--- src/rtl/acumulador_punto_fijo_sat.sv ---
// Saturating fixed-point accumulator for one neuron weighted sum.
// Loads a bias, adds NumTerms signed terms over a valid/ready stream with
// clamp-to-range saturation, and presents the final sum with a sticky
// Error flag on a held valid/ready output.
module acumulador_punto_fijo_sat #(
    parameter int Width     = 24,
    parameter int Magnitud  = 4,
    parameter int Precision = 19,
    parameter int Signo     = 1,
    parameter int NumTerms  = 8,
    parameter int CountW    = $clog2(NumTerms + 1)
) (
    input  logic             CLK,
    input  logic             RST,
    input  logic             Start,
    input  logic [Width-1:0] Bias,
    input  logic             Abort,
    input  logic             InValid,
    input  logic [Width-1:0] In,
    output logic             InReady,
    output logic             OutValid,
    input  logic             OutReady,
    output logic [Width-1:0] OutSum,
    output logic             Error,
    output logic             Busy
);

    // The word layout must add up; catch a bad parameter set at elaboration.
    if (Signo + Magnitud + Precision != Width) begin : g_bad_layout
        $error("Signo+Magnitud+Precision must equal Width");
    end

    typedef enum logic [1:0] {IDLE, ACC, DONE} state_t;

    localparam logic [Width-1:0]  MaxVal  = {1'b0, {(Width-1){1'b1}}};
    localparam logic [Width-1:0]  MinVal  = {1'b1, {(Width-1){1'b0}}};
    localparam logic [CountW-1:0] LastIdx = CountW'(NumTerms - 1);

    state_t              state, state_n;
    logic [Width-1:0]    acc;
    logic [Width-1:0]    out_sum;
    logic [CountW-1:0]   count;
    logic                error;

    logic [Width:0]      sum_ext;
    logic                ovf, unf;
    logic [Width-1:0]    sat_sum;
    logic                accept;
    logic                last_term;

    // Outputs are pure decodes of the registered state, no input paths.
    assign InReady  = (state == ACC);
    assign OutValid = (state == DONE);
    assign Busy     = (state != IDLE);
    assign OutSum   = out_sum;
    assign Error    = error;

    assign accept    = InValid && InReady;
    assign last_term = (count == LastIdx);

    // Sign-extended add; the top two bits disagree exactly when the true
    // sum left the Width-bit range, and bit Width gives the direction.
    always_comb begin
        sum_ext = {acc[Width-1], acc} + {In[Width-1], In};
        ovf     = (sum_ext[Width:Width-1] == 2'b01);
        unf     = (sum_ext[Width:Width-1] == 2'b10);
        if (ovf)      sat_sum = MaxVal;
        else if (unf) sat_sum = MinVal;
        else          sat_sum = sum_ext[Width-1:0];
    end

    // State register.
    always_ff @(posedge CLK) begin
        if (RST) state <= IDLE;
        else     state <= state_n;
    end

    // Next-state: Abort beats a same-cycle accept; Start only matters in IDLE.
    always_comb begin
        state_n = state;
        case (state)
            IDLE: if (Start) state_n = ACC;
            ACC: begin
                if (Abort)                       state_n = IDLE;
                else if (accept && last_term)    state_n = DONE;
            end
            DONE: if (OutReady) state_n = IDLE;
            default: state_n = IDLE;
        endcase
    end

    // Datapath: bias load, saturating accumulate, result capture.
    always_ff @(posedge CLK) begin
        if (RST) begin
            acc     <= '0;
            out_sum <= '0;
            count   <= '0;
            error   <= 1'b0;
        end else begin
            case (state)
                IDLE: begin
                    if (Start) begin
                        acc   <= Bias;
                        count <= '0;
                        error <= 1'b0;
                    end
                end
                ACC: begin
                    if (!Abort && accept) begin
                        acc   <= sat_sum;
                        count <= count + CountW'(1);
                        if (ovf || unf) error <= 1'b1;
                        if (last_term)  out_sum <= sat_sum;
                    end
                end
                default: ;
            endcase
        end
    end

endmodule

--- config.mk ---
export PLATFORM = sky130hd
export DESIGN_NAME = acumulador_punto_fijo_sat
export DESIGN_NICKNAME = d
export VERILOG_FILES = /design/src/rtl/acumulador_punto_fijo_sat.sv
export SDC_FILE = /design/constraint.sdc
export NUM_CORES = 1
export LEC_CHECK = 0
export CAP_MARGIN = 10
export CORE_ASPECT_RATIO = 0.5
export CORE_MARGIN = 3
export CORE_UTILIZATION = 51
export CTS_CLUSTER_SIZE = 14
export DETAILED_ROUTE_END_ITERATION = 12
export MAX_ROUTING_LAYER = met4
export PLACE_DENSITY = 0.81
export SLEW_MARGIN = 20
export SYNTH_ARGS = -nofsm -noshare
export SYNTH_HDL_FRONTEND = slang
export SYNTH_SLANG_ARGS = --single-unit
--- constraint.sdc ---
create_clock -name CLK -period 6.8 [get_ports CLK]
set_clock_uncertainty 0.05 [all_clocks]
set_input_delay 2.04 -clock CLK [delete_from_list [all_inputs] [get_ports CLK]]
set_output_delay 2.04 -clock CLK [all_outputs]
set_load 0.02 [all_outputs]
==> flow_metrics.env, run 1 <==
export IMPL_run_status="completed"
export IMPL_rsz0062_at_grt="no"
export IMPL_ff2ff_setup_slack_ns=2.30
export IMPL_route_detailed_drc=0
export IMPL_timing_rr_start="acc[0]"
export IMPL_synth_most_common_cell="nor2_1"
export IMPL_synth_simple_area_share_pct=21.0
export IMPL_grt_pass1_vias=3459
export IMPL_min_path_type="register to register"
export IMPL_power_mw=1.00
export IMPL_path_clk_slew_ns=0.07
export IMPL_cts_setup_buffers=0
export IMPL_crit_buf_inv=2
export IMPL_path_max_fanout=24
export IMPL_rr_worst_depth=17
export IMPL_final_antenna_net_count=0
export IMPL_synth_enable_flop_cells=0
export IMPL_ys_seq_elements=55
export IMPL_period_needed_ns=6.35
export IMPL_power_switching_mw=0.358
export IMPL_drt_first_pass_iters=5
export IMPL_setup_viol=0
export IMPL_critPathCaptureType="register"
export IMPL_setup_ws_ns=0.446
export IMPL_coreArea_um2=6830
export IMPL_post_route_util_pct=69.3
export IMPL_synth_compound_area_share_pct=30.9
export IMPL_worst_path_most_repeated_cell="ha_1"
export IMPL_dp_hpwl_um=7720
export IMPL_rr_endpoint="acc[14]"
export IMPL_n_antenna_cell=0
export IMPL_fp_dieH_um=66.1
export IMPL_synth_adder_area_share_pct=10.1
export IMPL_place_gp_congestion=0.901
export IMPL_synthTopCellsByArea="dfxtp_1 30%, ha_1 9.5%, a21oi_1 7.1%, nor2_1 6.9%, a211oi_1 4.3%"
export IMPL_dp_cells=628
export IMPL_synth_xor_area_share_pct=3.10
export IMPL_max_vdd_ir_drop_mv=0.114
export IMPL_holdCritStartpoint="acc[7]"
export IMPL_leakagePower_nw=1.92
export IMPL_relSlewSlack_pct=40.4
export IMPL_cts_root_buf="clkbuf_16"
export IMPL_dp_slack_ns=0.280
export IMPL_syn_to_final_growth_pct=28.6
export IMPL_cts_sink_count=55
export IMPL_place_area_um2=4560
export IMPL_postLayoutCellArea_um2=4730
export IMPL_cp_required_ns=6.99
export IMPL_io_pins=82
export IMPL_ys_flop_type="dfxtp_1"
export IMPL_hold_violations=0
export IMPL_yosys_warnings=0
export IMPL_antenna_found_initial=0
export IMPL_nFillCells=594
export IMPL_powerDensity_nw_per_um2=212
export IMPL_synth_distinct_cells=63
export IMPL_holdBufCountCts=0
export IMPL_dieArea_um2=8330
export IMPL_holdPathStages=2
export IMPL_grt_first_pass_wirelength_um=16500
export IMPL_syn_area_um2=3680
export IMPL_dr_first_iter_drc_count=300
export IMPL_critPathSlowestCell="ha_1"
export IMPL_cp_arrival_ns=6.55
export IMPL_tritoncts="done"
export IMPL_p_clk_share_pct=26.8
export IMPL_fin_cells=637
export IMPL_wirelength_um=10400
export IMPL_synthTopCellsByCount="68 x nor2_1, 55 x dfxtp_1, 52 x a21oi_1"
export IMPL_finalMaxSlewViolations=0
export IMPL_cp_slowest_stage_delay_ns=0.79
export IMPL_start_kind="input pin"
export IMPL_p_comb_share_pct=38.0
export IMPL_cts_buffers=5
export IMPL_yosysSeqAreaShare_pct=29.9
export IMPL_cp_top_family="compound AO/OA/AOI/OAI gates"
export IMPL_via_per_inst=5.90
export IMPL_yosysTopAreaCell="dfxtp_1"
export IMPL_async_reset_ff_share_pct=0
export IMPL_finalSetupTns_ns=0
export IMPL_p_int_mw=0.644
export IMPL_max_cap_violations=0
export IMPL_max_freq_ghz=0.157
export IMPL_clk_latency_ns=0.30
export IMPL_nets=627
export IMPL_die_x_um=126
export IMPL_route_vias_total=3757
export IMPL_clock_path_buffers=2
export IMPL_grt_overflow_total=0
export IMPL_synth_nets=557
export IMPL_holdWs_ns=0.417
export IMPL_swShare_pct=35.7
export IMPL_worst_pin_slew_ns=0.894
export IMPL_fp_row_count=21
export IMPL_start_util_pct=53.8
export IMPL_synthMuxAreaShare_pct=1.12
export IMPL_netlist_area_leader_share_pct=29.9
export IMPL_whs_endpoint="acc[7]"
export IMPL_ctsHtreeMaxLevel=2
export IMPL_syn_inst=474
export IMPL_grt_max_degree=40
export IMPL_routedWlPerCell_um=16.3
export IMPL_port_buffers=81
export IMPL_track_usage_pct=25.0
export IMPL_p_seq_share_pct=35.2
export IMPL_fin_crit_sh_pct=93.4
export IMPL_final_layout_size_suffix_gt1_share_pct=5.50
export IMPL_path_class="input pin to register"
export IMPL_worstPathCellList="clkdlybuf4s50_1 > ha_1 > inv_1 > fa_1 > nor2b_1 > o31a_1 > o311a_1 > o21ai_1 > o21a_1 > nand2_1 > a211o_1 > a21boi_1 > ha_1 > nor2_1 > a211oi_1 > o21ai_0 > a21oi_1 > a21o_1"
export IMPL_synth_top_family_by_area="compound AO/OA/AOI/OAI gates"
export IMPL_avgSynthCellArea_um2=7.76
export IMPL_ctsResizeCount=0
sequential cells by signal, summed over array words and instances, names as in the netlist:
| name | cells |
|---|---|
| state | 2 |
| acc | 24 |
| Error | 1 |
| OutSum | 24 |
| count | 4 |
routing by layer:
layer  vias to the layer above  GRT usage [%]  share of wire (%)  wire length (um)
li1                       1896              -                  -                 -
met1                      1723           32.9                 47              4850
met2                       128           41.5                 46              4800
met3                        10           4.19                5.8               606
met4                         0           4.55               0.94                97
met5                         -              -                  0                 0
worst reg2reg max path: cells and delay by family (launching register included):
kind                     cells  cell delay [ns]
AND/OR/NAND/NOR              3             0.43
flip-flops                   1             0.35
adder cells (fa/ha/maj)      3             1.39
AO/OA/AOI/OAI               10             2.17
buffers and inverters        1             0.07
cell families after synthesis:
logic type,Yosys count
flops,55
xor+xnor,13
mux,4
compound gates,173
buf+inv,38
simple gates,162
fa+ha+maj,29
final cells by class:
class	instances	area [um2]	area share [%]
flip-flops and latches	55	1100	23.3
clock buffers	6	139	2.93
well taps	92	115	2.43
multi-input cells	381	2440	51.7
repair buffers	87	863	18.2
inverters	14	52.6	1.11
clock inverters	2	16.3	0.344
placed cells by master (no fill, tap or decap), drive strengths merged, types with 3 or more instances in the layout:
master and n:
nand2b 9, o211a 3, nand2 32, o41ai 4, nand3 8, a31oi 8, and3 3, o221ai 3
ha 28, o21a 8, inv 13, clkdlybuf4s50 81, buf 6, nor2b 6, mux2i 3, a211oi 21
dfxtp 55, nor2 68, o211ai 5, a21oi 52, nor3 15, a211o 4, and2 3, clkbuf 6
nor4 3, xor2 6, or3 5, a21o 11, xnor2 7, and4 3, o21ai 34
worst max-delay path by stage:
stage / from / cells after the start / to
5_1_grt: In[0] / 18 / acc[14]
3_3_place_gp: In[0] / 18 / acc[14]
6_report: In[0] / 18 / acc[14]
4_1_cts: In[0] / 18 / acc[14]
2_1_floorplan: In[1] / 17 / acc[22]
3_5_place_dp: In[0] / 18 / acc[14]
power by group through the flow:
stage / registers [mW] / clock network, mW / logic, mW
after floorplan: 0.356 / 0 / 0.264
after global placement: 0.359 / 0 / 0.367
after detailed placement: 0.359 / 0 / 0.373
after CTS: 0.352 / 0.273 / 0.376
after global routing: 0.354 / 0.287 / 0.420
final: 0.352 / 0.269 / 0.381
Power figures use the tool's default switching activity.
==> run 2: changes to the inputs <==
ABC_AREA = 1   (was unset)
CORE_UTILIZATION = 53   (was 51)
GPL_TIMING_DRIVEN = 1   (was unset)
==> run 2 against run 1 <==
Net effect:
- first-iteration DRC count increased by 4.3%
- synthesized area is 15% higher
- largest cell class unchanged
- largest power group unchanged
- final cell count grew 37%
==> flow_metrics.env, run 2 <==
export IMPL_seq_area_um2=1100
export IMPL_synth_nets=778
export IMPL_holdCritStartpoint="acc[16]"
export IMPL_setup_viol=0
export IMPL_nets=846
export IMPL_ctsResizeCount=0
export IMPL_synthTopCellsByArea="dfxtp_1 26%, nand2_1 17%, inv_1 8.6%, ha_1 8.3%, nor2_1 7.7%"
export IMPL_p_int_mw=0.607
export IMPL_swShare_pct=38.2
export IMPL_grt_overflow_total=0
export IMPL_path_class="input pin to register"
export IMPL_holdBufCountCts=0
export IMPL_worst_pin_slew_ns=0.969
export IMPL_grt_pass1_vias=4328
export IMPL_cts_sink_count=55
export IMPL_start_kind="input pin"
export IMPL_post_route_util_pct=69.2
export IMPL_power_switching_mw=0.374
export IMPL_syn_area_um2=4220
export IMPL_synthTopCellsByCount="193 x nand2_1, 97 x inv_1, 87 x nor2_1"
export IMPL_p_seq_share_pct=35.4
export IMPL_syn_inst=695
export IMPL_synth_most_common_cell="nand2_1"
export IMPL_p_comb_share_pct=37.8
export IMPL_cp_required_ns=6.98
export IMPL_cts_setup_buffers=0
export IMPL_yosys_warnings=0
export IMPL_io_pins=82
export IMPL_leakagePower_nw=2.61
export IMPL_cp_arrival_ns=5.55
export IMPL_max_vdd_ir_drop_mv=0.123
export IMPL_min_path_type="register to register"
export IMPL_clk_latency_ns=0.29
export IMPL_yosysSeqAreaShare_pct=26.1
export IMPL_fp_dieH_um=69.1
export IMPL_finalMaxSlewViolations=0
export IMPL_async_reset_ff_share_pct=0
export IMPL_via_per_inst=5.28
export IMPL_period_needed_ns=5.36
export IMPL_fp_row_count=22
export IMPL_routedWlPerCell_um=14.4
export IMPL_startpoint="In[3]"
export IMPL_clock_path_buffers=2
export IMPL_yosysTopAreaCell="dfxtp_1"
export IMPL_antenna_found_initial=0
export IMPL_multi_input_area_um2=2560
export IMPL_synth_distinct_cells=37
export IMPL_powerDensity_nw_per_um2=189
export IMPL_path_clk_slew_ns=0.08
export IMPL_synth_enable_flop_cells=0
export IMPL_run_status="completed"
export IMPL_tritoncts="done"
export IMPL_final_antenna_net_count=0
export IMPL_dp_hpwl_um=9610
export IMPL_fin_cells=872
export IMPL_max_freq_ghz=0.186
export IMPL_ys_seq_elements=55
export IMPL_drt_first_pass_iters=8
export IMPL_relSlewSlack_pct=35.3
export IMPL_coreArea_um2=7510
export IMPL_grt_first_pass_wirelength_um=20400
export IMPL_track_usage_pct=27.8
export IMPL_grt_max_degree=40
export IMPL_layout_commonest_cell="nand2_1"
export IMPL_fin_crit_sh_pct=78.9
export IMPL_p_clk_share_pct=26.8
export IMPL_timing_rr_start="acc[0]"
export IMPL_start_util_pct=56.2
export IMPL_n_antenna_cell=0
export IMPL_route_detailed_drc=0
export IMPL_ys_flop_type="dfxtp_1"
export IMPL_nFillCells=690
export IMPL_dr_first_iter_drc_count=313
export IMPL_cts_root_buf="clkbuf_16"
export IMPL_route_vias_total=4606
export IMPL_finalSetupTns_ns=0
export IMPL_max_cap_violations=0
export IMPL_avgSynthCellArea_um2=6.07
export IMPL_place_gp_congestion=1.02
export IMPL_wirelength_um=12500
export IMPL_final_layout_size_suffix_gt1_share_pct=6.94
export IMPL_cts_buffers=5
export IMPL_rsz0062_at_grt="no"
export IMPL_port_buffers=81
export IMPL_dp_cells=864
export IMPL_ctsHtreeMaxLevel=2
export IMPL_netlist_area_leader_share_pct=26.1
export IMPL_die_x_um=132
export IMPL_holdWs_ns=0.426
export IMPL_hold_violations=0
export IMPL_syn_to_final_growth_pct=23.1
export IMPL_mostFrequentLayoutCells="193 x nand2_1, 97 x inv_1, 87 x nor2_1"
export IMPL_critPathCaptureType="register"
export IMPL_path_max_fanout=16
export IMPL_dieArea_um2=9140
## run 2: per-layer routing
metal	track usage [%]	part of all wire, %	vias up
li1	-	-	2324
met1	37.6	47	2078
met2	43.1	43	188
met3	6.20	8.7	16
met4	6.11	1.7	0
met5	-	0	-
## run 2: worst max-delay path: stages
cell and delay, ns:
clkdlybuf4s50_1 0.43, ha_1 0.38, nand2_1 0.15, inv_1 0.08
nand3_1 0.08, nand2_1 0.14, nand2_1 0.14, nand3_1 0.09
nand2_1 0.09, nand2_1 0.10, a21oi_2 0.19, xor2_1 0.12
ha_1 0.32, inv_1 0.50, o21ai_0 0.17, o21ai_0 0.27
o21ai_0 0.15, nor2_1 0.13
## run 2: power groups by stage
stage | sequential, mW | clock (mW) | combinational (mW)
6_report | 0.347 | 0.263 | 0.371
5_1_grt | 0.349 | 0.280 | 0.413
3_5_place_dp | 0.354 | 0 | 0.362
4_1_cts | 0.347 | 0.265 | 0.364
2_1_floorplan | 0.352 | 0 | 0.255
3_3_place_gp | 0.354 | 0 | 0.358
## run 2: per-stage QoR
stage | power (mW) | setup WS [ns] | cell area [um2]
detailed placement | 0.716 | 1.21 | 5050
floorplan | 0.607 | 2.36 | 4220
CTS | 0.977 | 1.50 | 5200
global placement | 0.712 | 1.27 | 5050
global route | 1.04 | 1.10 | 5200
finish | 0.981 | 1.44 | 5200
## run 2: worst paths after layout
kind | end | cells after the start | slack (ns)
worst max-delay path | OutSum[2] | 18 | 1.44
worst min-delay path | acc[16] | 2 | 0.43
worst max register to register | OutSum[2] | 17 | 3.32
worst min register to register | acc[16] | 2 | 0.43
## run 2: cell type report
class	count	share of cell area, %
clock buffer	5	2.41
timing repair buffer	84	16.0
clock inverter	3	0.361
multi-input combinational	504	49.2
tap	108	2.60
inverter	113	8.26
sequential	55	21.2
## run 2: kinds of logic after synthesis
family	synth area share, %
AOI/OAI and AO/OA	14.3
xor gates and xnor gates	0.623
buffers and inverters	13.4
and+or+nand+nor	36.8
DFF	26.1
adders and majority gates	8.77
